<file path="src/rtl/alu_core.sv">
// ---------------------------------------------------------------------------
// alu_core
//   Registered 32-bit integer ALU for the RV32I datapath. A single shared
//   33-bit adder serves ADD, SUB, SLT and SLTU; the logical ops, PASS-B and
//   XOR bypass it. The result and its status flags are captured together on
//   the rising clock edge, so the flags always describe the result they
//   accompany.
//
// Ports
//   clk         in   1   system clock, rising-edge active
//   rst_n       in   1   asynchronous active-low reset
//   SrcA        in  32   operand A
//   SrcB        in  32   operand B
//   ALUControl  in   3   operation select
//                        000 ADD, 001 SUB, 010 AND, 011 OR,
//                        100 PASS-B, 101 SLT, 110 XOR, 111 SLTU
//   ALUResult   out 32   registered result
//   Zero        out  1   registered, result == 0
//   Negative    out  1   registered, result bit 31
//   Carry       out  1   registered adder carry-out (ADD/SUB only)
//   Overflow    out  1   registered signed overflow (ADD/SUB only)
// ---------------------------------------------------------------------------
module alu_core (
  input  logic        clk,
  input  logic        rst_n,
  input  logic [31:0] SrcA,
  input  logic [31:0] SrcB,
  input  logic [2:0]  ALUControl,
  output logic [31:0] ALUResult,
  output logic        Zero,
  output logic        Negative,
  output logic        Carry,
  output logic        Overflow
);

  logic        subMode;
  logic [31:0] bOperand;
  logic [32:0] adderOut;
  logic [31:0] adderSum;
  logic        adderCarry;
  logic        adderOverflow;
  logic        lessSigned;
  logic        lessUnsigned;

  logic [31:0] nextResult;
  logic        nextCarry;
  logic        nextOverflow;

  // The shared adder runs in subtract mode (B inverted, carry-in of one) for
  // SUB and both compares. Overflow is judged against the operand actually
  // fed into the adder, which covers the add and subtract rules with one
  // expression: same-sign inputs producing an opposite-sign sum.
  always_comb begin
    subMode       = (ALUControl == 3'b001) || (ALUControl == 3'b101) ||
                    (ALUControl == 3'b111);
    bOperand      = subMode ? ~SrcB : SrcB;
    adderOut      = {1'b0, SrcA} + {1'b0, bOperand} + {32'd0, subMode};
    adderSum      = adderOut[31:0];
    adderCarry    = adderOut[32];
    adderOverflow = (SrcA[31] == bOperand[31]) && (adderSum[31] != SrcA[31]);
    lessSigned    = adderSum[31] ^ adderOverflow;
    lessUnsigned  = ~adderCarry;
  end

  // Result select. Carry and overflow only carry meaning for the plain
  // arithmetic ops; the compares use the adder internally but report zero
  // flags so branch logic never sees stale arithmetic status.
  always_comb begin
    nextResult   = 32'd0;
    nextCarry    = 1'b0;
    nextOverflow = 1'b0;
    unique case (ALUControl)
      3'b000: begin
        nextResult   = adderSum;
        nextCarry    = adderCarry;
        nextOverflow = adderOverflow;
      end
      3'b001: begin
        nextResult   = adderSum;
        nextCarry    = adderCarry;
        nextOverflow = adderOverflow;
      end
      3'b010:  nextResult = SrcA & SrcB;
      3'b011:  nextResult = SrcA | SrcB;
      3'b100:  nextResult = SrcB;
      3'b101:  nextResult = {31'd0, lessSigned};
      3'b110:  nextResult = SrcA ^ SrcB;
      3'b111:  nextResult = {31'd0, lessUnsigned};
      default: nextResult = 32'd0;
    endcase
  end

  // Single register stage. Zero and Negative are derived from the value
  // being captured rather than the registered one, so they land on the same
  // edge as the result. Reset leaves a zero result, hence Zero set.
  always_ff @(posedge clk or negedge rst_n) begin
    if (!rst_n) begin
      ALUResult <= 32'd0;
      Zero      <= 1'b1;
      Negative  <= 1'b0;
      Carry     <= 1'b0;
      Overflow  <= 1'b0;
    end else begin
      ALUResult <= nextResult;
      Zero      <= (nextResult == 32'd0);
      Negative  <= nextResult[31];
      Carry     <= nextCarry;
      Overflow  <= nextOverflow;
    end
  end

endmodule

</file>
<file path="config.mk">
export PLATFORM = sky130hd
export DESIGN_NAME = alu_core
export DESIGN_NICKNAME = d
export VERILOG_FILES = /design/src/rtl/alu_core.sv
export SDC_FILE = /design/constraint.sdc
export NUM_CORES = 1
export LEC_CHECK = 0
export CAP_MARGIN = 20
export CORE_UTILIZATION = 40
export DETAILED_ROUTE_END_ITERATION = 12
export GPL_TIMING_DRIVEN = 0
export PLACE_DENSITY = 0.66
export REMOVE_ABC_BUFFERS = 1
export SLEW_MARGIN = 20
export SYNTH_ARGS = -nofsm -noshare
export SYNTH_HDL_FRONTEND = slang
export SYNTH_SLANG_ARGS = --single-unit
</file>
<file path="constraint.sdc">
create_clock -name clk -period 0.8 [get_ports clk]
set_input_delay 0.08 -clock clk [delete_from_list [all_inputs] [get_ports clk]]
set_output_delay 0.08 -clock clk [all_outputs]
set_load 0.05 [all_outputs]
</file>
## After elaboration in Yosys (flattened, before gate mapping)

Index checks and enable logic that the tools add are counted.

- Register bits: 36
- Output and inout bits: 36

- Add/sub/neg operators: 2
- Reductions and logical operators: 6
- Multiplexer cells: 4
- Equal/unequal tests: 9
- Bitwise logic cells: 6

Operators by type and width:

| kind | count |
|---|---|
| 32-bit one-hot mux with 7 select lines | 1 |
| 32-bit by 32-bit adder with 33-bit output | 1 |
| 33-bit by 1-bit adder with 33-bit output | 1 |
| 32-bit AND | 1 |
| 32-bit zero test | 1 |
| 32-bit two-way mux | 1 |
| 32-bit inverter | 1 |
| 32-bit bitwise OR | 1 |
| 32-bit bitwise XOR | 1 |
| 3-bit == test, second input constant | 4 |
| 3-bit by 2-bit == test with 1-bit output, second input constant | 2 |
| 3-bit by 1-bit == test with 1-bit output, second input constant | 1 |
| 3-bit zero test | 1 |
| 1-bit logical OR | 2 |
| 1-bit two-way mux | 2 |
| 2-bit OR reduction | 1 |
| 1-bit == test | 1 |
| 1-bit logical AND | 1 |
| 1-bit inequality test | 1 |
| 1-bit inverter | 1 |
| 1-bit bitwise XOR | 1 |

## Logic depth before layout (Yosys ltp)

- Depth in word-level cells: 11
- Mapped depth: 19

## Worst setup path before layout

Ideal clock, no wire load.

- Path kind: input -> register
- Start point: in ALUControl[0]
- End point: reg Zero
- Data arrival time: 3.889 ns
- Cell stages on the path: 18
- Setup slack: -3.157 ns
- Path buffers: 5
- Required time: 0.732 ns
- Cells stage by stage: buf_2 > buf_2 > buf_2 > buf_1 > nand2_1 > buf_1 > xnor2_1 > fa_1 > a211oi_1 > nor2_1 > xnor2_1 > o21ai_1 > or4_1 > nor4_1 > nand4b_1 > nor4_4 > nand4_1 > nor2_1

- Elaborated cells between the ends (all ways): 21
- Those cells by class: 2 x add/sub; 9 x eq/ne; 2 x mux; 2 x bitwise; 6 x reduce/logical

RTL lines:

| what | RTL line | source |
|---|---|---|
| start: declaration | 28 | `input logic [2:0] ALUControl,` |
| 3-bit by 1-bit == test with 1-bit output or 3-bit == test (tied branches) | 54, 72 |  |
| 1-bit logical OR (2 in series) | 54 | `subMode = (ALUControl == 3'b001) \|\| (ALUControl == 3'b101) \|\|` |
| 32-bit two-way mux | 56 | `bOperand = subMode ? ~SrcB : SrcB;` |
| 32-bit by 32-bit adder with 33-bit output | 57 | `adderOut = {1'b0, SrcA} + {1'b0, bOperand} + {32'd0, subMode};` |
| 33-bit by 1-bit adder with 33-bit output | 57 |  |
| 32-bit one-hot mux with 7 select lines (*) | 72 | `unique case (ALUControl)` |
| via nextResult[4] | 45 | `logic [31:0] nextResult;` |
| 32-bit zero test (*) | 105 | `Zero <= (nextResult == 32'd0);` |
| end signal: assignment | 105 |  |
| end: declaration | 30 | `output logic Zero,` |

Mark *: on every way through the listed nets, which the timed path passes. The rest lies on a longest branch.

## Worst setup path after layout

- Start point: in ALUControl[2]
- End point: reg Zero

- Word-level cells in the longest chain between the ends: 11
- Elaborated cells between the ends (all ways): 21
- Those cells by class: 2 x add/sub; 9 x eq/ne; 2 x mux; 2 x bitwise; 6 x reduce/logical

Ends and longest elaborated chain:

| what | RTL line | source |
|---|---|---|
| 3-bit by 1-bit == test with 1-bit output or 3-bit == test (tied branches) | 54, 72 |  |
| 1-bit logical OR (2 in series) | 54 |  |
| 32-bit two-way mux | 56 |  |
| 32-bit by 32-bit adder with 33-bit output | 57 |  |
| 33-bit by 1-bit adder with 33-bit output | 57 |  |
| 1-bit inequality test | 60 | `adderOverflow = (SrcA[31] == bOperand[31]) && (adderSum[31] != SrcA[31]);` |
| 1-bit logical AND | 60 |  |
| 1-bit bitwise XOR | 61 | `lessSigned = adderSum[31] ^ adderOverflow;` |
| 32-bit one-hot mux with 7 select lines (*) | 72 |  |
| 32-bit zero test (*) | 105 |  |

Mark *: on every way between the ends. The rest lies on a longest branch, timed or not.

==> results.sh <==
export IMPL_switching_power_mw=5.82
export IMPL_fillCellCount=1167
export IMPL_synth_seq_area_share=0.150
export IMPL_final_min_period_over_clock_period=4.16
export IMPL_drv_cap=0
export IMPL_worstSetupPathType="in -> reg"
export IMPL_post_place_ws_ns=-3.86
export IMPL_grt_overflow_total=0
export IMPL_count_of_different_cell_masters_after_synthesis=78
export IMPL_mostFrequentLayoutCells="ha_1, inv_1, clkdlybuf4s50_1, buf_4"
export IMPL_drt_pass1_iter_count=5
export IMPL_fmax_mhz=300
export IMPL_place_gp_congestion=0.858
export IMPL_synthToLayoutAreaGrowth_pct=49.1
export IMPL_layout_drive_gt1_share=0.286
export IMPL_numPlacedInstances=1001
export IMPL_worst_hold_path_type="in -> async"
export IMPL_synth_edf_count=0
export IMPL_clkPwrFrac=0.183
export IMPL_layout_cells_most_common="ha_1"
export IMPL_cellLeakagePower_nw=3.96
export IMPL_critPathCaptureType="register"
export IMPL_post_synth_and_or_nand_nor_area_fraction=0.160
export IMPL_crit_required_ns=1.02
export IMPL_power_frac_seq=0.165
export IMPL_clock_root_buffer="clkbuf_16"
export IMPL_track_usage=0.266
export IMPL_rsz_0062_raised_after_global_routing="yes"
export IMPL_ys_dominant_reg_cell="dfrtp_1"
export IMPL_yosys_warnings=0
export IMPL_comb_power_share=0.652
export IMPL_fp_dieW_um=123
export IMPL_synthesis_area_mm2=0.00585
export IMPL_diodes=0
export IMPL_postRouteWirelength_mm=20.3
export IMPL_netSwitchingFraction=0.443
export IMPL_via_count_of_the_first_global_routing_pass=5850
export IMPL_route_detailed_drc=0
export IMPL_initial_utilization=0.415
export IMPL_port_buffers=104
export IMPL_cts_max_level=2
export IMPL_clock_path_buffers=2
export IMPL_antenna_violations_before_repair=0
export IMPL_main_combinational_cell_family_by_area_after_synthesis="compound AO/OA/AOI/OAI gates"
export IMPL_fp_row_count=43
export IMPL_violations="setup timing"
export IMPL_cts_inserted_buffers=5
export IMPL_clkSinkCount=35
export IMPL_post_synthesis_mean_instance_area_um2=7.75
export IMPL_final_max_tran_viols=0
export IMPL_vertical_die_dimension_um=123
export IMPL_placeableCoreArea_mm2=0.0141
export IMPL_period_needed_ns=3.33
export IMPL_wire_per_inst_um=18.9
export IMPL_synth_compound_area_frac=0.278
export IMPL_tightestPinTransition_ns=1.06
export IMPL_number_of_nets_in_the_layout=1057
export IMPL_ir_worst_vdd_mv=0.957
export IMPL_grt_first_pass_wirelength_mm=31.0
export IMPL_placed_cell_area_mm2=0.00705
export IMPL_post_route_cell_area_mm2=0.00873
export IMPL_start_kind="primary input"
export IMPL_timing_slew_headroom=0.291
export IMPL_postSynthRegisterBits=35
export IMPL_power_per_cell_area_mw_per_mm2=1510
export IMPL_viasPerCell=5.90
export IMPL_run_status="finished with violations"
export IMPL_synthArstFlopShare=1.00
export IMPL_design_portCount=105
export IMPL_dp_hpwl_mm=12.8
export IMPL_post_synth_xor_area_fraction=0.0688
export IMPL_setup_violations_final=71
export IMPL_fp_dieArea_mm2=0.0151
export IMPL_critPathArrivalTime_ns=3.55
export IMPL_via_count=6321
export IMPL_clk_pin_slew_ns=0.06
export IMPL_synth_mux_area_fraction=0.0485
export IMPL_ant_nets=0
export IMPL_adder_cell_area_share_of_the_yosys_netlist=0.211
export IMPL_detail_route_iter0_violations=566
export IMPL_final_critical_path_setup_slack_ns=-2.53
export IMPL_grt_start_max_net_pins=27
export IMPL_power_report_internal_total_mw=7.33
export IMPL_cts_tree="done"
export IMPL_finalNonFillerCells=1071
export IMPL_finalHoldWorstSlack_ns=0.196
export IMPL_timing_critical_path_fanout_max=8
export IMPL_finalHoldViolCount=0
export IMPL_syn_inst=755
==> cell families (layout without fill, tap and decap cells) <==
family	after synthesis	after routing
AO/OA/AOI/OAI	241	241
XOR/XNOR	46	46
adder cells (fa/ha/maj)	98	98
buffers and inverters	122	258
multiplexers	28	28
flip-flops	35	35
AND/OR/NAND/NOR	185	185
==> worst max-delay path: stages <==
cell	delay [ns]
buf_16	0.11
buf_16	0.12
nand2b_4	0.16
nand2_8	0.14
buf_6	0.12
xnor2_1	0.07
ha_1	0.37
buf_4	0.15
and2_4	0.15
nand3_1	0.13
a21o_4	0.24
o211ai_4	0.27
a41o_4	0.29
mux2i_2	0.24
o211ai_1	0.14
nor4b_2	0.36
nand4_1	0.23
nor2_1	0.17
==> power by group through the flow <==
| stage | Clock, mW | Combinational, mW | Sequential (mW) |
|---|---|---|---|
| 2_1_floorplan | 0 | 3.35 | 3.11 |
| 6_report | 2.40 | 8.58 | 2.17 |
| 4_1_cts | 2.40 | 7.67 | 2.17 |
| 5_1_grt | 2.49 | 9.13 | 2.19 |
| 3_5_place_dp | 0 | 6.42 | 2.14 |
| 3_3_place_gp | 0 | 6.33 | 2.15 |
==> worst max path at each step <==
| stage | from | to | slack [ns] | cells after the start |
|---|---|---|---|---|
| after CTS | ALUControl[2] | Zero | -2.39 | 17 |
| after detailed placement | ALUControl[2] | Zero | -3.86 | 17 |
| after global placement | ALUControl[2] | Zero | -6.95 | 15 |
| final | ALUControl[2] | Zero | -2.53 | 18 |
| after global routing | ALUControl[2] | Zero | -2.62 | 18 |
| after floorplan | ALUControl[2] | Zero | -3.05 | 14 |
==> flip-flops by register name, summed over array words and instances, names as in the netlist <==
name / cells
Zero: 1
Carry: 1
ALUResult: 32
Overflow: 1
==> timing repair <==
action | in CTS | in global routing
resized for setup | 366 | 64
cloned | 7 | 0
hold buffers | 1 | 0
buffers inserted | 41 | 14
pin swaps | 35 | 43
endpoints found under the setup margin | 71 | 72
hold endpoints to repair | 34 | 0
==> synthesized netlist by cell type, drive strengths merged, types with 11 or more instances <==
| cell | n | share of area |
|---|---|---|
| ha | 97 | 0.21 |
| inv | 77 | 0.049 |
| a21oi | 66 | 0.060 |
| o21ai | 50 | 0.043 |
| nor2 | 49 | 0.031 |
| nand2 | 47 | 0.030 |
| xnor2 | 40 | 0.060 |
| dfrtp | 34 | 0.15 |
| mux2i | 25 | 0.043 |
| buf | 24 | 0.022 |
| clkbuf | 21 | 0.013 |
| o211ai | 19 | 0.028 |
| o22ai | 19 | 0.020 |
| nand3 | 17 | 0.015 |
| a21o | 15 | 0.019 |
| a211oi | 14 | 0.020 |
| nor3 | 11 | 0.0094 |
==> cell type report <==
class                      instances  area, µm²  area share
clock buffer                       6        139      0.0159
multi-input combinational        598       5230       0.599
timing repair buffer             173       1930       0.222
clock inverter                     2       35.0     0.00401
tap                              180        225      0.0258
inverter                          77        292      0.0334
sequential                        35        877       0.101
==> stage by stage <==
step,TNS [ns],power (mW),util
floorplan,-80.45,6.46,-
global route,-63.01,13.8,0.619
finish,-59.20,13.2,0.619
detailed placement,-111.51,8.56,0.500
global placement,-263.75,8.48,0.490
CTS,-56.57,12.2,0.588
==> routing by layer <==
| metal | part of all wire | wire, µm | global-route usage | up-vias |
|---|---|---|---|---|
| met1 | 0.43 | 8800 | 0.358 | 3034 |
| met2 | 0.47 | 9550 | 0.442 | 273 |
| li1 | - | - | - | 2977 |
| met5 | 0 | 0 | 0 | - |
| met3 | 0.072 | 1460 | 0.0337 | 37 |
| met4 | 0.024 | 483 | 0.0770 | 0 |
No activity file was read; power rests on OpenSTA's default activity.
